File: src/rtl/saber_polmul_pkg.sv
// rtl/saber_polmul_pkg.sv - shared constants, state type and latency for the polmul result writer
//
// Purpose : constants of the 256-coefficient Saber polynomial multiplier datapath as seen
//           by its result writer, the writer FSM state type and the write-path latency.
// Config  : POLMUL_WRITER_ROUND_EN selects the in-flight 13->10 bit rounding stage (LAT=2).
package saber_polmul_pkg;

   localparam int NUM_WORDS = 64;   // 256 coefficients, four per 64-bit word
   localparam int COEF_W    = 13;   // coefficient width in 13-bit mode
   localparam int LANE_W    = 16;   // lane width on the 64-bit port
   localparam int WORD_W    = 4 * LANE_W;
   localparam int EQ        = 13;
   localparam int EP        = 10;
   localparam int H1        = 4;    // rounding constant added before the shift
   localparam int SHIFT     = EQ - EP;

`ifdef POLMUL_WRITER_ROUND_EN
   localparam int LAT = 2;          // capture/round register + write register
`else
   localparam int LAT = 1;          // write register doubles as capture register
`endif

   typedef enum logic [1:0] {
      IDLE  = 2'd0,
      DRAIN = 2'd1,
      FLUSH = 2'd2,
      DONE  = 2'd3
   } writer_state_t;

endpackage

File: src/rtl/polmul_result_writer_if.sv
// rtl/polmul_result_writer_if.sv - multiplier-side and BRAM-side signals of the result writer
//
// Purpose : bundles the control inputs, the multiplier read-shift handshake and the result
//           BRAM write bus of polmul_result_writer.
// Ports   : start, mode16, base_addr, coeff4x_in      - driven by the environment
//           read_o, wr_en, wr_addr, wr_data, busy, done - driven by the writer
// Modports: master = the writer, slave = multiplier/BRAM/controller side.
interface polmul_result_writer_if #(
   parameter int ADDR_W = 8
);

   logic              start;
   logic              mode16;
   logic [ADDR_W-1:0] base_addr;
   logic [63:0]       coeff4x_in;
   logic              read_o;
   logic              wr_en;
   logic [ADDR_W-1:0] wr_addr;
   logic [63:0]       wr_data;
   logic              busy;
   logic              done;

   modport master (
      input  start, mode16, base_addr, coeff4x_in,
      output read_o, wr_en, wr_addr, wr_data, busy, done
   );

   modport slave (
      output start, mode16, base_addr, coeff4x_in,
      input  read_o, wr_en, wr_addr, wr_data, busy, done
   );

endinterface

File: src/rtl/polmul_result_writer_round4.sv
// rtl/polmul_result_writer_round4.sv - coeff_round4: registered four-lane Saber rounding
//
// Purpose : per 16-bit lane computes ((lane[12:0] + H_CONST) mod 2^COEF_W) >> SHIFT,
//           zero-extended; in mode16 the word passes through unchanged. Always one
//           register stage so latency does not depend on mode16. Valid and address
//           travel alongside the data.
// Ports   : clk, rst (sync, active-high)
//           mode16_i, vld_i, addr_i, data_i - captured word from the multiplier port
//           vld_o, addr_o, data_o           - registered rounded word
// Config  : instantiated only when POLMUL_WRITER_ROUND_EN is defined.
module coeff_round4 #(
   parameter int ADDR_W  = 8,
   parameter int LANE_W  = 16,
   parameter int COEF_W  = 13,
   parameter int H_CONST = 4,
   parameter int SHIFT   = 3
) (
   input  logic                clk,
   input  logic                rst,
   input  logic                mode16_i,
   input  logic                vld_i,
   input  logic [ADDR_W-1:0]   addr_i,
   input  logic [4*LANE_W-1:0] data_i,
   output logic                vld_o,
   output logic [ADDR_W-1:0]   addr_o,
   output logic [4*LANE_W-1:0] data_o
);

   logic [4*LANE_W-1:0] rnd;

   for (genvar l = 0; l < 4; l++) begin : g_lane
      logic [COEF_W-1:0] sum;
      // Sum is kept at COEF_W bits so the carry out of 0x1FFF+H wraps, as in the reference.
      assign sum = data_i[l*LANE_W +: COEF_W] + COEF_W'(H_CONST);
      assign rnd[l*LANE_W +: LANE_W] = LANE_W'(sum >> SHIFT);
   end

   always_ff @(posedge clk) begin
      if (rst) begin
         vld_o  <= 1'b0;
         addr_o <= '0;
         data_o <= '0;
      end else begin
         vld_o  <= vld_i;
         addr_o <= addr_i;
         data_o <= mode16_i ? data_i : rnd;
      end
   end

endmodule

File: src/rtl/polmul_result_writer.sv
// rtl/polmul_result_writer.sv - drains the polmul accumulator into the result BRAM
//
// Purpose : on start, asserts read_o for NUM_WORDS consecutive cycles, capturing the
//           multiplier's 64-bit four-coefficient port each cycle (the multiplier shifts on
//           the following edge), and writes every word to base_addr + index (mod 2^ADDR_W).
// Ports   : clk, rst (sync, active-high)
//           bus (master): start, mode16, base_addr, coeff4x_in in;
//                         read_o, wr_en, wr_addr, wr_data, busy, done out
// Config  : POLMUL_WRITER_ROUND_EN adds coeff_round4 (13->10 bit rounding when mode16=0)
//           and one cycle of latency; undefined, words are written unchanged.
module polmul_result_writer #(
   parameter int NUM_WORDS = saber_polmul_pkg::NUM_WORDS,
   parameter int ADDR_W    = 8
`ifdef POLMUL_WRITER_ROUND_EN
   ,
   parameter int COEF_W    = saber_polmul_pkg::COEF_W,
   parameter int H_CONST   = saber_polmul_pkg::H1,
   parameter int SHIFT     = saber_polmul_pkg::SHIFT
`endif
) (
   input  logic                   clk,
   input  logic                   rst,
   polmul_result_writer_if.master bus
);
   import saber_polmul_pkg::*;

   localparam int CNT_W = $clog2(NUM_WORDS);

   writer_state_t     state_q;
   logic [CNT_W-1:0]  word_cnt_q;
   logic [1:0]        flush_cnt_q;
   logic [ADDR_W-1:0] base_q;
   logic              read_q;
   logic              busy_q;
   logic              done_q;

   logic              wr_en_q;
   logic [ADDR_W-1:0] wr_addr_q;
   logic [63:0]       wr_data_q;

   // Address of the word presented on coeff4x_in this cycle.
   logic [ADDR_W-1:0] cur_addr;
   assign cur_addr = base_q + ADDR_W'(word_cnt_q);

   logic              stg_vld;
   logic [ADDR_W-1:0] stg_addr;
   logic [63:0]       stg_data;

`ifdef POLMUL_WRITER_ROUND_EN
   coeff_round4 #(
      .ADDR_W  (ADDR_W),
      .LANE_W  (LANE_W),
      .COEF_W  (COEF_W),
      .H_CONST (H_CONST),
      .SHIFT   (SHIFT)
   ) u_round (
      .clk      (clk),
      .rst      (rst),
      .mode16_i (bus.mode16),
      .vld_i    (read_q),
      .addr_i   (cur_addr),
      .data_i   (bus.coeff4x_in),
      .vld_o    (stg_vld),
      .addr_o   (stg_addr),
      .data_o   (stg_data)
   );
`else
   // Without rounding the write register itself captures the port.
   assign stg_vld  = read_q;
   assign stg_addr = cur_addr;
   assign stg_data = bus.coeff4x_in;
`endif

   always_ff @(posedge clk) begin
      if (rst) begin
         state_q     <= IDLE;
         word_cnt_q  <= '0;
         flush_cnt_q <= '0;
         base_q      <= '0;
         read_q      <= 1'b0;
         busy_q      <= 1'b0;
         done_q      <= 1'b0;
      end else begin
         case (state_q)
            IDLE: begin
               if (bus.start) begin
                  base_q     <= bus.base_addr;
                  word_cnt_q <= '0;
                  read_q     <= 1'b1;
                  busy_q     <= 1'b1;
                  state_q    <= DRAIN;
               end
            end
            DRAIN: begin
               word_cnt_q <= word_cnt_q + 1'b1;
               if (read_q && word_cnt_q == CNT_W'(NUM_WORDS - 1)) begin
                  read_q      <= 1'b0;
                  flush_cnt_q <= '0;
                  state_q     <= FLUSH;
               end
            end
            FLUSH: begin
               // LAT cycles retire the words still in the capture/write registers.
               if (flush_cnt_q == 2'(LAT - 1)) begin
                  done_q  <= 1'b1;
                  state_q <= DONE;
               end else begin
                  flush_cnt_q <= flush_cnt_q + 1'b1;
               end
            end
            DONE: begin
               done_q  <= 1'b0;
               busy_q  <= 1'b0;
               state_q <= IDLE;
            end
            default: state_q <= IDLE;
         endcase
      end
   end

   always_ff @(posedge clk) begin
      if (rst) begin
         wr_en_q   <= 1'b0;
         wr_addr_q <= '0;
         wr_data_q <= '0;
      end else begin
         wr_en_q <= stg_vld;
         if (stg_vld) begin
            wr_addr_q <= stg_addr;
            wr_data_q <= stg_data;
         end
      end
   end

   assign bus.read_o  = read_q;
   assign bus.busy    = busy_q;
   assign bus.done    = done_q;
   assign bus.wr_en   = wr_en_q;
   assign bus.wr_addr = wr_addr_q;
   assign bus.wr_data = wr_data_q;

endmodule

File: src/flat_wrapper.sv
// flat-port wrapper written by rule: the top's interface ports become plain ports
module polmul_result_writer_flat import saber_polmul_pkg::*;
#(
   parameter int NUM_WORDS = saber_polmul_pkg::NUM_WORDS,
   parameter int ADDR_W    = 8

)
  (clk, rst, bus_start, bus_mode16, bus_base_addr, bus_coeff4x_in, bus_read_o, bus_wr_en, bus_wr_addr, bus_wr_data, bus_busy, bus_done);
  polmul_result_writer_if #(.ADDR_W(ADDR_W)) bus_i ();
  input  logic clk;
  input  logic rst;
  input wire logic [$bits(bus_i.start)-1:0] bus_start;
  input wire logic [$bits(bus_i.mode16)-1:0] bus_mode16;
  input wire logic [$bits(bus_i.base_addr)-1:0] bus_base_addr;
  input wire logic [$bits(bus_i.coeff4x_in)-1:0] bus_coeff4x_in;
  output wire logic [$bits(bus_i.read_o)-1:0] bus_read_o;
  output wire logic [$bits(bus_i.wr_en)-1:0] bus_wr_en;
  output wire logic [$bits(bus_i.wr_addr)-1:0] bus_wr_addr;
  output wire logic [$bits(bus_i.wr_data)-1:0] bus_wr_data;
  output wire logic [$bits(bus_i.busy)-1:0] bus_busy;
  output wire logic [$bits(bus_i.done)-1:0] bus_done;
  assign bus_i.start = bus_start;
  assign bus_i.mode16 = bus_mode16;
  assign bus_i.base_addr = bus_base_addr;
  assign bus_i.coeff4x_in = bus_coeff4x_in;
  assign bus_read_o = bus_i.read_o;
  assign bus_wr_en = bus_i.wr_en;
  assign bus_wr_addr = bus_i.wr_addr;
  assign bus_wr_data = bus_i.wr_data;
  assign bus_busy = bus_i.busy;
  assign bus_done = bus_i.done;
  polmul_result_writer #(.NUM_WORDS(NUM_WORDS), .ADDR_W(ADDR_W)) u_core (.clk(clk), .rst(rst), .bus(bus_i));
endmodule
File: config.mk
export PLATFORM = sky130hd
export DESIGN_NAME = polmul_result_writer_flat
export DESIGN_NICKNAME = d
export VERILOG_FILES = /design/src/rtl/saber_polmul_pkg.sv /design/src/rtl/polmul_result_writer_if.sv /design/src/rtl/polmul_result_writer_round4.sv /design/src/rtl/polmul_result_writer.sv /design/src/flat_wrapper.sv
export SDC_FILE = /design/constraint.sdc
export NUM_CORES = 1
export LEC_CHECK = 0
export ABC_AREA = 1
export BUFFER_PORTS_ARGS = -buffer_cell sky130_fd_sc_hd__buf_2
export CAP_MARGIN = 20
export CELL_PAD_IN_SITES_DETAIL_PLACEMENT = 0
export CELL_PAD_IN_SITES_GLOBAL_PLACEMENT = 1
export CORE_MARGIN = 2
export CORE_UTILIZATION = 33
export DETAILED_ROUTE_END_ITERATION = 10
export GPL_TIMING_DRIVEN = 1
export PLACE_DENSITY_LB_ADDON = 0.15
export SLEW_MARGIN = 20
export SYNTH_ARGS = -nofsm -noshare
export SYNTH_HDL_FRONTEND = slang
export SYNTH_SLANG_ARGS = --single-unit
export TNS_END_PERCENT = 10
File: constraint.sdc
create_clock -name clk -period 1.9 [get_ports clk]
set_clock_uncertainty 0.1 [all_clocks]
set_input_delay 0.095 -clock clk [delete_from_list [all_inputs] [get_ports clk]]
set_output_delay 0.095 -clock clk [all_outputs]
set_load 0.02 [all_outputs]
# == Word level (Yosys, flattened, before mapping) ==
# Cells that the tools add are included.
# totals
in_bits,76
word_cells,50
regBits,94
out_inout_bits,76
n_memories,0
ramBits,0
latch_bits,0
mem_bits_ro,0
# op_classes
shift,0
n_reduce_logical,14
bitwise_logic,0
n_lt_le_gt_ge,0
multipliers,0
add_sub_neg,3
n_mux,15
n_div,0
eq_ne,8
# op_table
operator,n
one-hot mux 6 bit (2 select lines),1
two-way mux 2 bit,5
AND reduction 3 bit,3
adder 8 x 6 -> 8 bit,1
one-hot mux 2 bit (4 select lines),1
AND reduction 2 bit,4
nonzero test 2 bit,4
adder 6 x 1 -> 6 bit (second input constant),1
== test 6 bit (second input constant),1
two-way mux 6 bit,1
one-hot mux 1 bit (2 select lines),3
== test 2 bit (second input constant),2
zero test 2 bit,2
inequality test 2 x 1 -> 1 bit (second input constant),2
inequality test 2 bit (second input constant),2
one-hot mux 2 bit (2 select lines),1
two-way mux 1 bit,3
adder 2 x 1 -> 2 bit (second input constant),1
== test 2 x 1 -> 1 bit (second input constant),1
logical AND 1 bit,1

# == Logic depth before layout (Yosys ltp) ==
# Gate-level depths: netlist (run 1).
# depth
ltp_word,4
depth_mapped,12
ltp_nobuf,12

# == Worst setup path before layout (run 1) ==
# No wires, ideal clock.
# synth_timing
kind,register -> register
start,register u_core.word_cnt_q[0]
end,"register u_core.wr_addr_q[4], in the netlist u_core.bus.wr_addr[4]"
slack_ps,216
n_path_buf,0
synth_period_minus_slack_ps,1684
path_stages_with_launch,12
required_ps,1744
setup_time_ps,56
arrival_ps,1528
path_cell_list,dfxtp_1 > ha_1 > inv_1 > fa_1 > inv_1 > nand2_1 > nand2_1 > nand2_1 > or2_1 > nand3_1 > nand2_1 > inv_1
# synth_via
elab_chain_cells,1
# synth_lines
item,line,source
"start, declared",polmul_result_writer.sv:30,logic [CNT_W-1:0] word_cnt_q;
"start signal, assigned",polmul_result_writer.sv:95,word_cnt_q <= word_cnt_q + 1'b1;
adder 8 x 6 -> 8 bit,polmul_result_writer.sv:43,assign cur_addr = base_q + ADDR_W'(word_cnt_q);
"end signal, assigned",polmul_result_writer.sv:129,wr_addr_q <= stg_addr;
"end, declared",polmul_result_writer.sv:38,logic [ADDR_W-1:0] wr_addr_q;
# No other way between the ends.
# A chain may end at the register's enable or synchronous reset.

# == Final worst setup path (run 1) ==
# layout_timing
start,register u_core.state_q[0]
end,register u_core.word_cnt_q[5]
# layout_via
elab_chain_cells,3
word_cells_on_any_way,6
classes_between,eq/ne (2); mux (1); reduce/logical (3)
# layout_lines
item,line,source
"start, declared",polmul_result_writer.sv:29,writer_state_t state_q;
"start signal, assigned",polmul_result_writer.sv:76,state_q <= IDLE;
"start signal, assigned",polmul_result_writer.sv:91,state_q <= DRAIN;
"start signal, assigned",polmul_result_writer.sv:99,state_q <= FLUSH;
== test 2 x 1 -> 1 bit or zero test 2 bit (tied branches),polmul_result_writer.sv:84,case (state_q)
nonzero test 2 bit (no source line) or inequality test 2 bit (tied branches),n/a,
AND reduction 2 bit (no source line),n/a,
# Parallel ways exist; a longest one is shown, timed or not.

==> metrics.txt, run 1 <==
Hold Crit Endpoint=u_core.bus.busy; area added between synthesis and finish=50.6%; final hold violation count=0; post-layout util=51.5%; CP Cell Sequence=inv_1 -> ha_1 -> nand2_1 -> nand2_2 -> nand3_2 -> nor3_1 -> nor3b_2; Post-Route Setup TNS=0 ps; synthesized instance count=495; Worst setup SP type=flop; initial DRC count=149; critical path endpoint category=flop; pwr dens=1280 nW/µm²; Internal Power=4.44 mW; antenna violations before repair=0; RR Startpoint=u_core.state_q[0]; slowest CP cell=dfxtp_1; worst hold start=bus_start; VDD IR max=0.646 mV; R2R cell count=7; GRT Overall Usage=18.0%; Synth Warn #=0; clk_lat worst skew=340 ps; CP delay by family, top=simple AND/OR/NAND/NOR gates; CP peak stage delay=330 ps; number of global-route vias before repair=3,940; post-synthesis cell type count=28; first-pass GRT wire length=18,100 µm; clock root buffer=clkbuf_16; CTS tree=yes; core area=11,000 µm²; Combinational Power Share=37.2%; f_max=597 MHz; DR pass1 iterations=4; Rows=38; worst hold path class=in -> reg; Sink Count=94; Clk pin slew, worst setup/hold paths=60 ps; Slew HR=71.6%; vias post-DR=3,837; buffer and inverter count on the worst path=1; outcome=finished, final reports clean; Worst Path Required=2030 ps; Ports=152; die area=12,300 µm²; Hold Path Cell Cnt=3; Routed WL per cell=12.8 µm; GPL Wtd Cong=0.796; Leak=2.86 nW; Worst EP arrival=1810 ps; Critical R2R Capture=u_core.word_cnt_q[5]; grt total ovfl=0; Mean Syn Cell Area=7.59 µm²; detailed-route DRC error count=0; Port Buffers=150; routed vias/inst=4.48; Worst Tran Pin Value=426 ps; Detailed Route WL=10,900 µm; pins over their slew limit=0; initial core utilization=34.2%; Clk pwr share=24.5%; Psw=2.78 mW; Final setup viols=0; Clock Tree Buf Depth=2; net switching fraction of the power=38.5%; ratio of cells with drive above 1 in the final layout=26.4%; clock buffer count from CTS=9; r2r setup slk=220 ps; RSZ-0062 raised after global routing=false; Worst Setup Path Type=reg -> reg; Reg power frac=38.3%; # nets final=801; net count after synthesis=585; ANT cells=0; DRT antenna net count=0; Final Critical Period=1680 ps; Synth Register Bits=94; die width=111 µm; Die Y=111 µm; max_cap viols=0; HPWL after DPL=7050 µm; area of the mapped netlist=3760 µm²; htree depth=3; Seq/Total Area, Yosys=50.1%; largest net degree at the start of global routing=68; period utilisation layout=88.2%; crit-path max FO=9
power groups by stage:
stage | sequential, mW | combinational, mW | clock [mW]
3_3_place_gp | 2.77 | 2.57 | 0
6_report | 2.76 | 2.69 | 1.77
2_1_floorplan | 3.32 | 1.17 | 0
3_5_place_dp | 2.79 | 2.59 | 0
5_1_grt | 2.83 | 2.99 | 1.92
4_1_cts | 2.76 | 2.71 | 1.83
cells by family after synthesis:
logic type	Yosys count	share of synthesized area, %
AO/OA/AOI/OAI	100	13.6
flip-flops	94	50.1
AND/OR/NAND/NOR	229	24.7
XOR/XNOR	2	0.466
adder cells (fa/ha/maj)	14	4.86
buffers and inverters	56	6.29
through the flow:
stage | area (µm²) | worst slack [ps] | hold slack, ps | total power [mW] | cells
after global placement | 4640 | 191 | 216 | 5.34 | 768
final | 5660 | 225 | 8.98 | 7.22 | 856
after CTS | 5660 | 171 | 2.13 | 7.30 | 856
after detailed placement | 4640 | 190 | 222 | 5.38 | 768
after floorplan | 3760 | 216 | 130 | 4.50 | 495
after global routing | 5660 | 34.9 | 11.3 | 7.74 | 856
registers in the layout, summed over array words and instances (netlist names):
signal and flops:
u_core.base_q 8, u_core.bus.busy 1, u_core.bus.done 1, u_core.bus.read_o 1
u_core.bus.wr_addr 8, u_core.bus.wr_data 64, u_core.bus.wr_en 1, u_core.flush_cnt_q 2
u_core.state_q 2, u_core.word_cnt_q 6
timing repair:
action                                  4_1_cts  5_1_grt
resized for setup                             0        1
endpoints found under the setup margin        0        1
endpoints found under the hold margin        72        0
hold buffers                                 72        0
setup buffers                                 0        0
worst min-delay path: cells and delay by family:
| family | cells | cell delay (ps) |
|---|---|---|
| buf+inv | 1 | 90 |
| compound gates | 1 | 70 |
| simple gates | 1 | 150 |
final cells by class:
| class | instances | area [µm²] |
|---|---|---|
| flip-flops and latches | 94 | 1880 |
| clock buffers | 12 | 267 |
| multi-input cells | 345 | 1640 |
| clock inverters | 4 | 30.0 |
| well taps | 140 | 175 |
| inverters | 30 | 113 |
| fillers | 1077 | 5320 |
| repair buffers | 231 | 1550 |
routing by layer:
metal  track usage [%]  share of wire (%)  up-vias
li1                  -                  -     2010
met1              19.7                 43     1707
met2              31.4                 48       97
met3              6.67                6.3       23
met4              6.92                2.8        0
met5                 0                  0        -
layout by cell type, fill, tap and decap left out, drive strengths merged:
master,instances
nor2,164
buf,159
dfxtp,94
o21ai,78
dlygate4sd3,72
nand2,41
inv,30
a21oi,18
ha,13
nand3,12
clkbuf,12
or2,4
nand3b,3
clkinv,3
nand4,2
nor3,2
a211oi,2
o211ai,1
xnor2,1
o31ai,1
xor2,1
nor3b,1
fa,1
clkinvlp,1
worst max path at each step:
stage                     slack, ps                 start  cells after the start                     to
final                           220     u_core.state_q[0]                      7   u_core.word_cnt_q[5]
after global routing             30     u_core.state_q[0]                      7   u_core.word_cnt_q[5]
after floorplan                 220  u_core.word_cnt_q[0]                     11  u_core.bus.wr_addr[4]
after CTS                       170      u_core.base_q[0]                     11  u_core.bus.wr_addr[4]
after detailed placement        190      u_core.base_q[0]                     11  u_core.bus.wr_addr[4]
after global placement          190      u_core.base_q[0]                     11  u_core.bus.wr_addr[4]
cells in the mapped netlist (all sizes together):
| cell type | instances | area share [%] |
|---|---|---|
| a211oi | 2 | 0.40 |
| a21oi | 18 | 2.4 |
| buf | 10 | 1.7 |
| clkbuf | 16 | 1.6 |
| dfxtp | 94 | 50 |
| fa | 1 | 0.53 |
| ha | 13 | 4.3 |
| inv | 30 | 3.0 |
| nand2 | 41 | 4.3 |
| nand3 | 12 | 1.9 |
| nand3b | 3 | 0.60 |
| nand4 | 2 | 0.33 |
| nor2 | 164 | 16 |
| nor3 | 2 | 0.27 |
| nor3b | 1 | 0.33 |
| o211ai | 1 | 0.20 |
| o21ai | 78 | 10 |
| o31ai | 1 | 0.20 |
| or2 | 4 | 0.67 |
| xnor2 | 1 | 0.23 |
| xor2 | 1 | 0.23 |
No activity file was read; power rests on OpenSTA's default activity.
==> inputs of run 2 (changes only) <==
MAX_ROUTING_LAYER = met4   (was default)
==> metrics.txt, run 2 (same netlist as run 1, synthesis figures left out) <==
pwr dens=1280 nW/µm²; Rows=38; GRT Overall Usage=18.4%; core area=11,000 µm²; Psw=2.78 mW; Worst Path Required=2030 ps; clock root buffer=clkbuf_16; die area=12,300 µm²; vias post-DR=3,850; worst hold start=bus_start; initial DRC count=143; die width=111 µm; DRT antenna net count=0; number of setup buffers added after CTS=0; max_cap viols=0; crit-path max FO=9; hold slack final=7.69 ps; net switching fraction of the power=38.5%; clk_lat worst skew=340 ps; RR Startpoint=u_core.state_q[0]; Combinational Power Share=37.2%; Detailed Route WL=10,900 µm; Placed Area=4640 µm²; Clock Tree Buf Depth=2; Clk pin slew, worst setup/hold paths=60 ps; worst hold path class=in -> reg; VDD IR max=0.646 mV; Reg power frac=38.3%; Die Y=111 µm; period utilisation layout=88.3%; Worst setup SP type=flop; Final Instance Area=5660 µm²; pins over their slew limit=0; max reg flops=64; outcome=finished, final reports clean; Fillers=1,077; ratio of cells with drive above 1 in the final layout=26.4%; HPWL after DPL=7050 µm; Clk pwr share=24.5%; critical path endpoint category=flop; final worst-path setup slack=222 ps; initial core utilization=34.2%; CP peak stage delay=330 ps; commonest non-fill, non-tap cell in the layout=nor2_1; Final Critical Period=1680 ps; Worst Tran Pin Value=424 ps; CP Cell Sequence=inv_1 -> ha_1 -> nand2_1 -> nand2_2 -> nand3_2 -> nor3_1 -> nor3b_2; Internal Power=4.44 mW; final non-filler cell total=856; first-pass GRT wire length=18,100 µm; area added between synthesis and finish=50.6%; most frequent cells in the layout=nor2_1, buf_2, dfxtp_1; Leak=2.86 nW; Sink Count=94; crit path from=u_core.state_q[0]; Final setup viols=0; htree depth=3; grt total ovfl=0; GPL Wtd Cong=0.807; largest net degree at the start of global routing=68; Final Power=7.22 mW; Worst EP arrival=1810 ps; detailed-route DRC error count=0; Worst Setup Path Type=reg -> reg; RSZ-0062 raised after global routing=false; DR pass1 iterations=4; # nets final=801; Post-Route Setup TNS=0 ps; number of global-route vias before repair=3,948; clock buffer count from CTS=9; CTS tree=yes; Slew HR=71.7%; Ports=152; DP Worst Slack=190 ps; final hold violation count=0; Port Buffers=150; routed vias/inst=4.50; post-layout util=51.5%; Routed WL per cell=12.7 µm; f_max=596 MHz; slowest CP cell=dfxtp_1; ANT cells=0; antenna violations before repair=0; DP Cell Count=768
==> run 2: worst paths after layout <==
| check | cells after the start | slack (ps) | end |
|---|---|---|---|
| max | 7 | 220 | u_core.word_cnt_q[5] |
| min reg2reg | 2 | 370 | u_core.flush_cnt_q[1] |
| min | 3 | 8 | u_core.bus.busy |
| max reg2reg | 7 | 220 | u_core.word_cnt_q[5] |
==> run 2: layout make-up <==
type | count | area [µm²] | share of cell area, %
clock buffer | 12 | 267 | 4.71
timing repair buffer | 231 | 1550 | 27.4
clock inverter | 4 | 30.0 | 0.530
multi-input combinational | 345 | 1640 | 29.0
tap | 140 | 175 | 3.09
inverter | 30 | 113 | 1.99
sequential | 94 | 1880 | 33.3
==> run 2: per-layer routing <==
metal	global-route usage (%)	vias to the layer above	wire length [µm]
met5	-	-	0
met4	6.92	0	310
met3	6.01	27	623
met2	31.7	97	5260
met1	19.9	1715	4710
li1	-	2011	-
==> run 2: worst max-delay path: cells and delay by family, from the launching register on <==
kind | cells | cell delay [ps]
fa+ha+maj | 1 | 180
buf+inv | 1 | 120
flops | 1 | 330
simple gates | 5 | 820
==> run 2: power groups by stage <==
stage / logic [mW] / registers (mW) / clock network [mW]
after floorplan: 1.17 / 3.32 / 0
after global placement: 2.57 / 2.77 / 0
after detailed placement: 2.59 / 2.79 / 0
after CTS: 2.71 / 2.76 / 1.83
after global routing: 2.99 / 2.83 / 1.92
final: 2.69 / 2.77 / 1.77
==> run 2: repair_timing <==
action                                 CTS  global route
hold buffers                            72             0
endpoints found under the hold margin   72             0
gates resized for setup                  0             1
setup endpoints to repair                0             1
